`src/rtl/hiscore_ram_arbiter.sv`:
```
// hiscore_ram_arbiter: shares the game work-RAM port between the CPU and the
// hiscore engine. Pauses the CPU, waits a settle window, grants the port, and
// enforces a minimum CPU run window between grants.
// Optional build macro HISCORE_ARB_TIMEOUT_EN adds a grant-length limit with
// an hs_abort pulse and a re-arm requirement (hs_req must drop first).
module hiscore_ram_arbiter #(
   parameter int AW      = 10,
   parameter int DW      = 8,
   parameter int SETTLE  = 4,
   parameter int MIN_RUN = 16
`ifdef HISCORE_ARB_TIMEOUT_EN
   ,
   parameter int TIMEOUT = 4096
`endif
) (
   input  logic          clk,
   input  logic          reset_n,
   input  logic [AW-1:0] cpu_addr,
   input  logic [DW-1:0] cpu_dout,
   input  logic          cpu_we,
   output logic [DW-1:0] cpu_din,
   output logic          cpu_pause,
   input  logic          hs_req,
   input  logic [AW-1:0] hs_addr,
   input  logic [DW-1:0] hs_dout,
   input  logic          hs_we,
   output logic          hs_grant,
   output logic [DW-1:0] hs_din,
   output logic          hs_abort,
   output logic [AW-1:0] ram_addr,
   output logic [DW-1:0] ram_data,
   output logic          ram_we,
   input  logic [DW-1:0] ram_q
);

   localparam int SW = (SETTLE > 1) ? $clog2(SETTLE) : 1;
   localparam int RW = (MIN_RUN > 0) ? $clog2(MIN_RUN + 1) : 1;
   localparam logic [SW-1:0] SETTLE_LAST = SW'(SETTLE - 1);
   localparam logic [RW-1:0] RUN_MIN     = RW'(MIN_RUN);

   typedef enum logic [1:0] {IDLE, PAUSE, GRANT, RELEASE} state_t;

   state_t        state, state_next;
   logic [SW-1:0] settle_cnt;
   logic [RW-1:0] run_cnt, run_next;
   logic          owner_hs;
   logic          req_ok;
   logic          timeout_hit;

`ifdef HISCORE_ARB_TIMEOUT_EN
   localparam int GW = (TIMEOUT > 1) ? $clog2(TIMEOUT) : 1;
   localparam logic [GW-1:0] GRANT_LAST = GW'(TIMEOUT - 1);

   logic [GW-1:0] grant_cnt;
   logic          rearm_block;

   assign timeout_hit = (state == GRANT) && (grant_cnt == GRANT_LAST);
   assign req_ok      = hs_req && !rearm_block;

   // Grant-length counter, abort pulse and re-arm lockout after a timeout
   always_ff @(posedge clk or negedge reset_n) begin
      if (!reset_n) begin
         grant_cnt   <= '0;
         rearm_block <= 1'b0;
         hs_abort    <= 1'b0;
      end else begin
         grant_cnt <= (state == GRANT) ? grant_cnt + 1'b1 : '0;
         hs_abort  <= timeout_hit;
         if (timeout_hit && hs_req)
            rearm_block <= 1'b1;
         else if (!hs_req)
            rearm_block <= 1'b0;
      end
   end
`else
   assign timeout_hit = 1'b0;
   assign req_ok      = hs_req;
   assign hs_abort    = 1'b0;
`endif

   // Next-state logic; run_next counts the current IDLE cycle so MIN_RUN
   // means exactly MIN_RUN unpaused CPU cycles between release and pause.
   always_comb begin
      state_next = state;
      run_next   = (run_cnt == RUN_MIN) ? run_cnt : run_cnt + 1'b1;
      case (state)
         IDLE:    if (req_ok && (run_next >= RUN_MIN)) state_next = PAUSE;
         PAUSE: begin
            if (!hs_req)                        state_next = RELEASE;
            else if (settle_cnt == SETTLE_LAST) state_next = GRANT;
         end
         GRANT:   if (timeout_hit || !hs_req) state_next = RELEASE;
         RELEASE: state_next = IDLE;
         default: state_next = IDLE;
      endcase
   end

   // State register with registered pause/grant/owner decoded from next state
   always_ff @(posedge clk or negedge reset_n) begin
      if (!reset_n) begin
         state      <= IDLE;
         settle_cnt <= '0;
         run_cnt    <= '0;
         owner_hs   <= 1'b0;
         cpu_pause  <= 1'b0;
         hs_grant   <= 1'b0;
      end else begin
         state      <= state_next;
         cpu_pause  <= (state_next != IDLE);
         hs_grant   <= (state_next == GRANT);
         owner_hs   <= (state_next == GRANT);
         settle_cnt <= (state == PAUSE) ? settle_cnt + 1'b1 : '0;
         case (state)
            IDLE:    run_cnt <= run_next;
            RELEASE: run_cnt <= '0;
            default: run_cnt <= run_cnt;
         endcase
      end
   end

   assign ram_addr = owner_hs ? hs_addr : cpu_addr;
   assign ram_data = owner_hs ? hs_dout : cpu_dout;
   assign cpu_din  = ram_q;
   assign hs_din   = ram_q;

   // Write strobe: CPU in IDLE/PAUSE, hiscore only while granted, none in RELEASE
   always_comb begin
      ram_we = 1'b0;
      case (state)
         IDLE, PAUSE: ram_we = cpu_we;
         GRANT:       ram_we = hs_we && hs_grant;
         default:     ram_we = 1'b0;
      endcase
   end

endmodule

```
`config.mk`:
```
export PLATFORM = sky130hd
export DESIGN_NAME = hiscore_ram_arbiter
export DESIGN_NICKNAME = d
export VERILOG_FILES = /design/src/rtl/hiscore_ram_arbiter.sv
export SDC_FILE = /design/constraint.sdc
export NUM_CORES = 1
export LEC_CHECK = 0
export CAP_MARGIN = 40
export CORE_MARGIN = 2
export CORE_UTILIZATION = 41
export CTS_BUF_LIST = sky130_fd_sc_hd__clkbuf_4 sky130_fd_sc_hd__clkbuf_8
export CTS_CLUSTER_SIZE = 20
export DETAILED_ROUTE_END_ITERATION = 10
export DONT_BUFFER_PORTS = 1
export HOLD_SLACK_MARGIN = 0.02
export PLACE_DENSITY = 0.52
export RECOVER_POWER = 50
export SLEW_MARGIN = 20
export SYNTH_ARGS = -nofsm -noshare
export SYNTH_HDL_FRONTEND = slang
export SYNTH_SLANG_ARGS = --single-unit
```
`constraint.sdc`:
```
create_clock -name clk -period 1.9 [get_ports clk]
set_input_delay 0.19 -clock clk [delete_from_list [all_inputs] [get_ports clk]]
set_output_delay 0.19 -clock clk [all_outputs]
set_load 0.02 [all_outputs]
```
==> flow_summary.json, run 1 <==
{
  "finish.net_count": 149,
  "area_delta_synth_final_pct": -4.84,
  "place.port_buffers": 0,
  "antenna_left": 0,
  "peakVddDrop_mv": 0.782,
  "worstPathRequired_ns": 1.71,
  "power.share.sequential_pct": 28.7,
  "timing.final.crit_period_ns": 1.70,
  "num_rows": 17,
  "timing_hold_violations_final": 0,
  "hold_path_end": "state[0]",
  "detail_route.first_pass.iterations": 4,
  "synth-compound-area-share_pct": 11.2,
  "postSynthAreaPerCell_um2": 9.68,
  "min-delay-path-class": "input port to flip-flop",
  "relSlewSlack_pct": 65.1,
  "dominant_combinational_cell_family_by_area_after_synthesis": "multiplexers",
  "post_synth_adder_cell_area_pct": 9.94,
  "leakagePower_nw": 0.414,
  "combined_area_of_the_multi_input_logic_cells_um2": 574,
  "vias_in_the_first_global_route": 704,
  "drv_slew": 0,
  "routabilityCongestion": 0.891,
  "postRouteWirelength_mm": 2.04,
  "routedWlPerCell_um": 17.1,
  "total_power_mw": 1.65,
  "rsz_0062_raised_after_global_routing": "false",
  "detailroute.via_count": 717,
  "fin_area_um2": 958,
  "drt-initial-drc-count": 5,
  "floorplan.initialDensity_pct": 44.3,
  "yosys.area_share.xor_xnor_pct": 0.870,
  "worst_setup_hold_path_clk_slew_ns": 0.07,
  "fin_worst_skew_ns": 0.00455,
  "finalSetupTns_ns": 0,
  "syn_inst": 104,
  "grt_pass1_wl_mm": 2.89,
  "total_net_switching_power_mw": 0.791,
  "congestion_overflow_gr": 0,
  "gr-usage-all-layers_pct": 14.3,
  "clk-insertion-delay-late_ns": 0.27,
  "ff_latch_area_um2": 275,
  "die_x_um": 53.6,
  "worst_hold_path.num_cells": 2,
  "layout.filler_cells": 223,
  "r2r-start": "state[0]",
  "dieHeight_um": 53.6,
  "grt_antenna_before_repair": 0,
  "via_per_inst": 6.03,
  "cts_inserted_buffers": 3,
  "status": "finished clean",
  "clockPowerShare_pct": 10.9,
  "grt_max_degree": 21,
  "ys_seq_area_share_pct": 27.3,
  "worst-path-max-fanout": 9,
  "design.die.area_um2": 2870,
  "synth.mux.area_fraction_pct": 22.1,
  "htree_num_levels": 1,
  "final.period_utilization_pct": 89.6,
  "critical_path_arrival_ns": 1.51,
  "top_level_ports": 87,
  "clock_tree.buffer_depth": 2,
  "power-per-cell-area_nw_per_um2": 1720,
  "internal-power_mw": 0.861,
  "cts.sink_count": 11,
  "syn-num-nets": 161,
  "yosys_register_bits": 11,
  "hpwlAfterDp_mm": 1.68,
  "regToRegEndpoint": "run_cnt[3]",
  "drc_errors": 0,
  "layout.cells.most_common_list": "sky130_fd_sc_hd__mux2_2, sky130_fd_sc_hd__dfrtp_1, sky130_fd_sc_hd__o21ai_0, sky130_fd_sc_hd__ha_1, sky130_fd_sc_hd__inv_1",
  "launch_instance_of_the_worst_min_delay_path": "hs_req",
  "detailedPlace.worstSlack_ns": 0.297,
  "cap_viol_max_count": 0,
  "max_freq_mhz": 587,
  "fin_hold_ws_ns": 0.142,
  "diodes": 0,
  "cts_root_buffer": "sky130_fd_sc_hd__clkbuf_4",
  "path_class": "flip-flop to primary output",
  "post-cts-setup-buffer-count": 0,
  "drive_above_1_share_pct": 29.7,
  "placed_cell_area_um2": 916,
  "r2r_cells": 4,
  "simple_gate_area_share_of_the_yosys_netlist_pct": 12.3,
  "synth_cell_type_count": 32,
  "synth.yosys.warnings": 0,
  "start_point_of_the_critical_path": "state[0]",
  "critical_path.endpoint_type": "primary output",
  "timing.critical_path.from_type": "flip-flop",
  "setup_ws_ns": 0.198,
  "placeableCoreArea_um2": 2280,
  "mostFrequentLayoutCell": "sky130_fd_sc_hd__mux2_2",
  "worst-slew-pin-transition_ns": 0.522,
  "mappedNetlistArea_um2": 1010,
  "cts_tree": "done",
  "p_sw_share_pct": 47.9,
  "comb_power_share_pct": 60.4,
  "timing.final.setup_violations": 0,
  "reg2reg_slack_ns": 0.34
}
## through the flow
stage          instances  utilization [%]
6_report             119             42.1
5_1_grt              119             42.1
4_1_cts              119             42.0
3_5_place_dp         114             40.2
3_3_place_gp         114             40.2
2_1_floorplan        104                -
## synthesized netlist by cell type
| cell type | count | share of area [%] |
|---|---|---|
| sky130_fd_sc_hd__nor2b_1 | 1 | 0.62 |
| sky130_fd_sc_hd__mux2i_1 | 2 | 2.0 |
| sky130_fd_sc_hd__nor3_1 | 2 | 0.99 |
| sky130_fd_sc_hd__o32ai_1 | 1 | 0.87 |
| sky130_fd_sc_hd__o221ai_1 | 1 | 0.87 |
| sky130_fd_sc_hd__ha_1 | 8 | 9.9 |
| sky130_fd_sc_hd__nor2_1 | 2 | 0.75 |
| sky130_fd_sc_hd__inv_1 | 5 | 1.9 |
| sky130_fd_sc_hd__xor2_1 | 1 | 0.87 |
| sky130_fd_sc_hd__nor3b_1 | 1 | 0.75 |
| sky130_fd_sc_hd__o21ai_0 | 7 | 3.5 |
| sky130_fd_sc_hd__nand3_1 | 4 | 2.0 |
| sky130_fd_sc_hd__clkbuf_1 | 1 | 0.37 |
| sky130_fd_sc_hd__nor4_1 | 1 | 0.62 |
| sky130_fd_sc_hd__o21a_1 | 1 | 0.75 |
| sky130_fd_sc_hd__dfrtp_1 | 11 | 27 |
| sky130_fd_sc_hd__or3_4 | 1 | 1.1 |
| sky130_fd_sc_hd__conb_1 | 1 | 0.37 |
| sky130_fd_sc_hd__a31oi_1 | 2 | 1.2 |
| sky130_fd_sc_hd__and2_1 | 1 | 0.62 |
| sky130_fd_sc_hd__a21oi_1 | 2 | 0.99 |
| sky130_fd_sc_hd__nand2b_1 | 1 | 0.62 |
| sky130_fd_sc_hd__buf_4 | 17 | 13 |
| sky130_fd_sc_hd__nand3b_1 | 1 | 0.75 |
| sky130_fd_sc_hd__o31ai_2 | 1 | 1.2 |
| sky130_fd_sc_hd__and4bb_1 | 1 | 1.2 |
| sky130_fd_sc_hd__or4_1 | 1 | 0.75 |
| sky130_fd_sc_hd__o32a_1 | 1 | 0.99 |
| sky130_fd_sc_hd__buf_2 | 2 | 0.99 |
| sky130_fd_sc_hd__a21boi_0 | 1 | 0.75 |
| sky130_fd_sc_hd__nand2_1 | 4 | 1.5 |
| sky130_fd_sc_hd__mux2_2 | 18 | 20 |
## sequential cells by signal, indices dropped and copies added, names as in the netlist
name        count
cpu_pause       1
settle_cnt      2
owner_hs        1
state           2
run_cnt         5
## critical path, cell delays in order, from the launching register on
cell and delay, ns:
sky130_fd_sc_hd__dfrtp_1 0.43, sky130_fd_sc_hd__inv_1 0.12, sky130_fd_sc_hd__ha_2 0.28, sky130_fd_sc_hd__o21ai_0 0.13, sky130_fd_sc_hd__a21oi_1 0.13, sky130_fd_sc_hd__buf_4 0.15
## layout make-up
class	instances	share of cell area, %
well taps	28	3.66
clock buffers	4	3.13
inverters	5	1.96
multi-input cells	68	59.9
flip-flops and latches	11	28.7
repair buffers	3	2.61
## repair_timing
| item | in CTS | in global routing |
|---|---|---|
| endpoints found under the setup margin | 0 | 1 |
| resized for setup | 0 | 1 |
| hold buffers | 1 | 0 |
| hold endpoints to repair | 11 | 0 |
## metal layers
layer  vias to the layer above  GRT usage, %  part of all wire (%)
met5                         -             0                     0
met4                         0          5.13                  0.64
met3                         6          6.11                    11
met2                        57          28.6                    55
met1                       330          12.4                    34
li1                        324             -                     -
## kinds of logic (layout without fill, tap and decap cells)
family,count (synthesis),in the layout
compound gates,17,17
xor+xnor,1,1
fa+ha+maj,8,8
buf+inv,25,12
flops,11,11
mux,20,20
other cells,1,1
simple gates,21,21
## how the worst max path moves through the flow
stage	slack, ns	cells after the start	endpoint
floorplan	0.34	4	ram_we
global placement	0.33	4	run_cnt[3]
detailed placement	0.30	4	run_cnt[3]
CTS	0.11	5	ram_we
global route	0.08	5	ram_we
finish	0.20	5	ram_we
## power by group through the flow
stage / clock network, mW / registers, mW / logic (mW)
after detailed placement: 0 / 0.478 / 0.985
after global placement: 0 / 0.473 / 0.976
after CTS: 0.183 / 0.474 / 0.997
after global routing: 0.200 / 0.487 / 1.11
final: 0.180 / 0.474 / 0.998
after floorplan: 0 / 0.458 / 0.874
No activity file was read; power rests on OpenSTA's default activity.
==> run 2, diff against run 1 <==
- PLACE_DENSITY: 0.52 -> not set
==> run 2 against run 1 <==
Flip-flop and latch count unchanged. Wire length is 4.0% lower. Clock power is essentially flat. Critical path depth unchanged. Total power decreased by 0.23%. Die area unchanged. Final cell count unchanged. Utilization stayed put. Count of clock-buffer cells in the layout is the same. Combinational power is 0.4% lower. Sequential power is essentially flat. Largest cell class unchanged. Highest routed layer unchanged.
==> flow_summary.json, run 2 (synthesized netlist as in run 1, its figures left out) <==
{
  "status": "finished clean",
  "top_level_ports": 87,
  "route.top_layer_used": "met4",
  "registers.top_by_ff_count": "run_cnt",
  "comb_power_share_pct": 60.3,
  "finish.net_count": 149,
  "largest_reg_flops": 5,
  "reg.largest.list": "run_cnt x5, settle_cnt x2, state x2",
  "timing_hold_violations_final": 0,
  "postRouteWirelength_mm": 1.96,
  "drv_slew": 0,
  "detail_route.first_pass.iterations": 4,
  "total_net_switching_power_mw": 0.787,
  "place.port_buffers": 0,
  "via_per_inst": 5.78,
  "floorplan.initialDensity_pct": 44.3,
  "worstPathRequired_ns": 1.71,
  "clk-insertion-delay-late_ns": 0.28,
  "cap_viol_max_count": 0,
  "leakagePower_nw": 0.413,
  "worst_setup_hold_path_clk_slew_ns": 0.07,
  "layout.cells.most_common_list": "sky130_fd_sc_hd__mux2_2, sky130_fd_sc_hd__dfrtp_1, sky130_fd_sc_hd__o21ai_0, sky130_fd_sc_hd__ha_1, sky130_fd_sc_hd__inv_1",
  "post-cts-setup-buffer-count": 0,
  "cts_root_buffer": "sky130_fd_sc_hd__clkbuf_4",
  "layout.filler_cells": 219,
  "grt_pass1_wl_mm": 2.81,
  "mostFrequentLayoutCell": "sky130_fd_sc_hd__mux2_2",
  "worst-slew-pin-transition_ns": 0.502,
  "hpwlAfterDp_mm": 1.65,
  "cts_inserted_buffers": 3,
  "relSlewSlack_pct": 66.4,
  "wl_met1_um": 701,
  "setup_ws_ns": 0.210,
  "design.die.area_um2": 2870,
  "internal-power_mw": 0.861,
  "timing.final.crit_period_ns": 1.69,
  "fin_hold_ws_ns": 0.138,
  "area_delta_synth_final_pct": -4.84,
  "power.share.sequential_pct": 28.9,
  "total_power_mw": 1.65,
  "fin_worst_skew_ns": 0.00558,
  "fin_area_um2": 958,
  "grt_antenna_before_repair": 0,
  "detailroute.via_count": 688,
  "met2WireLength_mm": 1.08,
  "combined_area_of_the_multi_input_logic_cells_um2": 574,
  "placed_cells": 114,
  "finalSetupTns_ns": 0,
  "grt_max_degree": 21,
  "dieHeight_um": 53.6,
  "num_rows": 17,
  "path_class": "flip-flop to primary output",
  "routabilityCongestion": 0.829,
  "fin_util_pct": 42.1,
  "timing.critical_path.from_type": "flip-flop",
  "critical_path_arrival_ns": 1.50,
  "placeableCoreArea_um2": 2280,
  "detailedPlace.worstSlack_ns": 0.297,
  "routedWlPerCell_um": 16.4,
  "worst-path-max-fanout": 9,
  "gr-usage-all-layers_pct": 13.8,
  "ff_latch_area_um2": 275,
  "final.period_utilization_pct": 88.9,
  "critical_path.endpoint_type": "primary output",
  "peakVddDrop_mv": 0.771,
  "power-per-cell-area_nw_per_um2": 1720,
  "htree_num_levels": 1,
  "die_x_um": 53.6,
  "antenna_left": 0,
  "clock_tree.buffer_depth": 2,
  "drive_above_1_share_pct": 29.7,
  "rsz_0062_raised_after_global_routing": "false",
  "final_cell_count_no_fill": 119,
  "p_sw_share_pct": 47.7,
  "placed_cell_area_um2": 916,
  "vias_in_the_first_global_route": 673,
  "diodes": 0,
  "drt-initial-drc-count": 8,
  "cts.sink_count": 11,
  "congestion_overflow_gr": 0,
  "cts_tree": "done",
  "drc_errors": 0,
  "sum_of_met3_wire_segment_lengths_after_detailed_routing_um": 149,
  "clockPowerShare_pct": 10.8,
  "max_freq_mhz": 592,
  "min-delay-path-class": "input port to flip-flop",
  "timing.final.setup_violations": 0
}
[run 2: cell counts in the layout (fill, tap and decap cells not counted)]
No cell type changed its count.
[run 2: worst paths after layout]
check	start	endpoint	slack, ns	cells past startpoint
max	state[0]	ram_we	0.21	5
min	hs_req	state[0]	0.14	2
max reg2reg	state[0]	run_cnt[3]	0.34	4
min reg2reg	settle_cnt[0]	settle_cnt[0]	0.44	1
max in group asynchronous	reset_n	cpu_pause	1.24	1
min in group asynchronous	reset_n	run_cnt[1]	0.31	1
[run 2: power groups by stage]
stage / logic (mW) / registers (mW) / clock network, mW
6_report: 0.994 / 0.477 / 0.178
5_1_grt: 1.10 / 0.489 / 0.200
4_1_cts: 0.994 / 0.475 / 0.185
3_5_place_dp: 0.981 / 0.480 / 0
3_3_place_gp: 0.960 / 0.474 / 0
2_1_floorplan: 0.874 / 0.458 / 0
[run 2: repair_timing]
item | 4_1_cts | 5_1_grt
hold buffers | 1 | 0
resized for setup | 0 | 1
endpoints found under the setup margin | 0 | 1
endpoints found under the hold margin | 11 | 0
[run 2: worst max-delay path: stages, from the launching register on]
cell                      delay, ns
sky130_fd_sc_hd__dfrtp_1       0.43
sky130_fd_sc_hd__inv_1         0.12
sky130_fd_sc_hd__ha_2          0.28
sky130_fd_sc_hd__o21ai_0       0.11
sky130_fd_sc_hd__a21oi_1       0.13
sky130_fd_sc_hd__buf_4         0.16
[run 2: layer usage]
metal	vias up	GRT usage (%)
met2	38	25.3
met1	315	13.3
li1	328	-
met4	0	7.69
met3	7	5.00
met5	-	0
[run 2: area by class of cell]
type                            count  area share, %
Inverter                            5           1.96
Sequential cell                    11           28.7
Tap cell                           28           3.66
Clock buffer                        4           3.13
Multi-Input combinational cell     68           59.9
Timing Repair Buffer                3           2.61
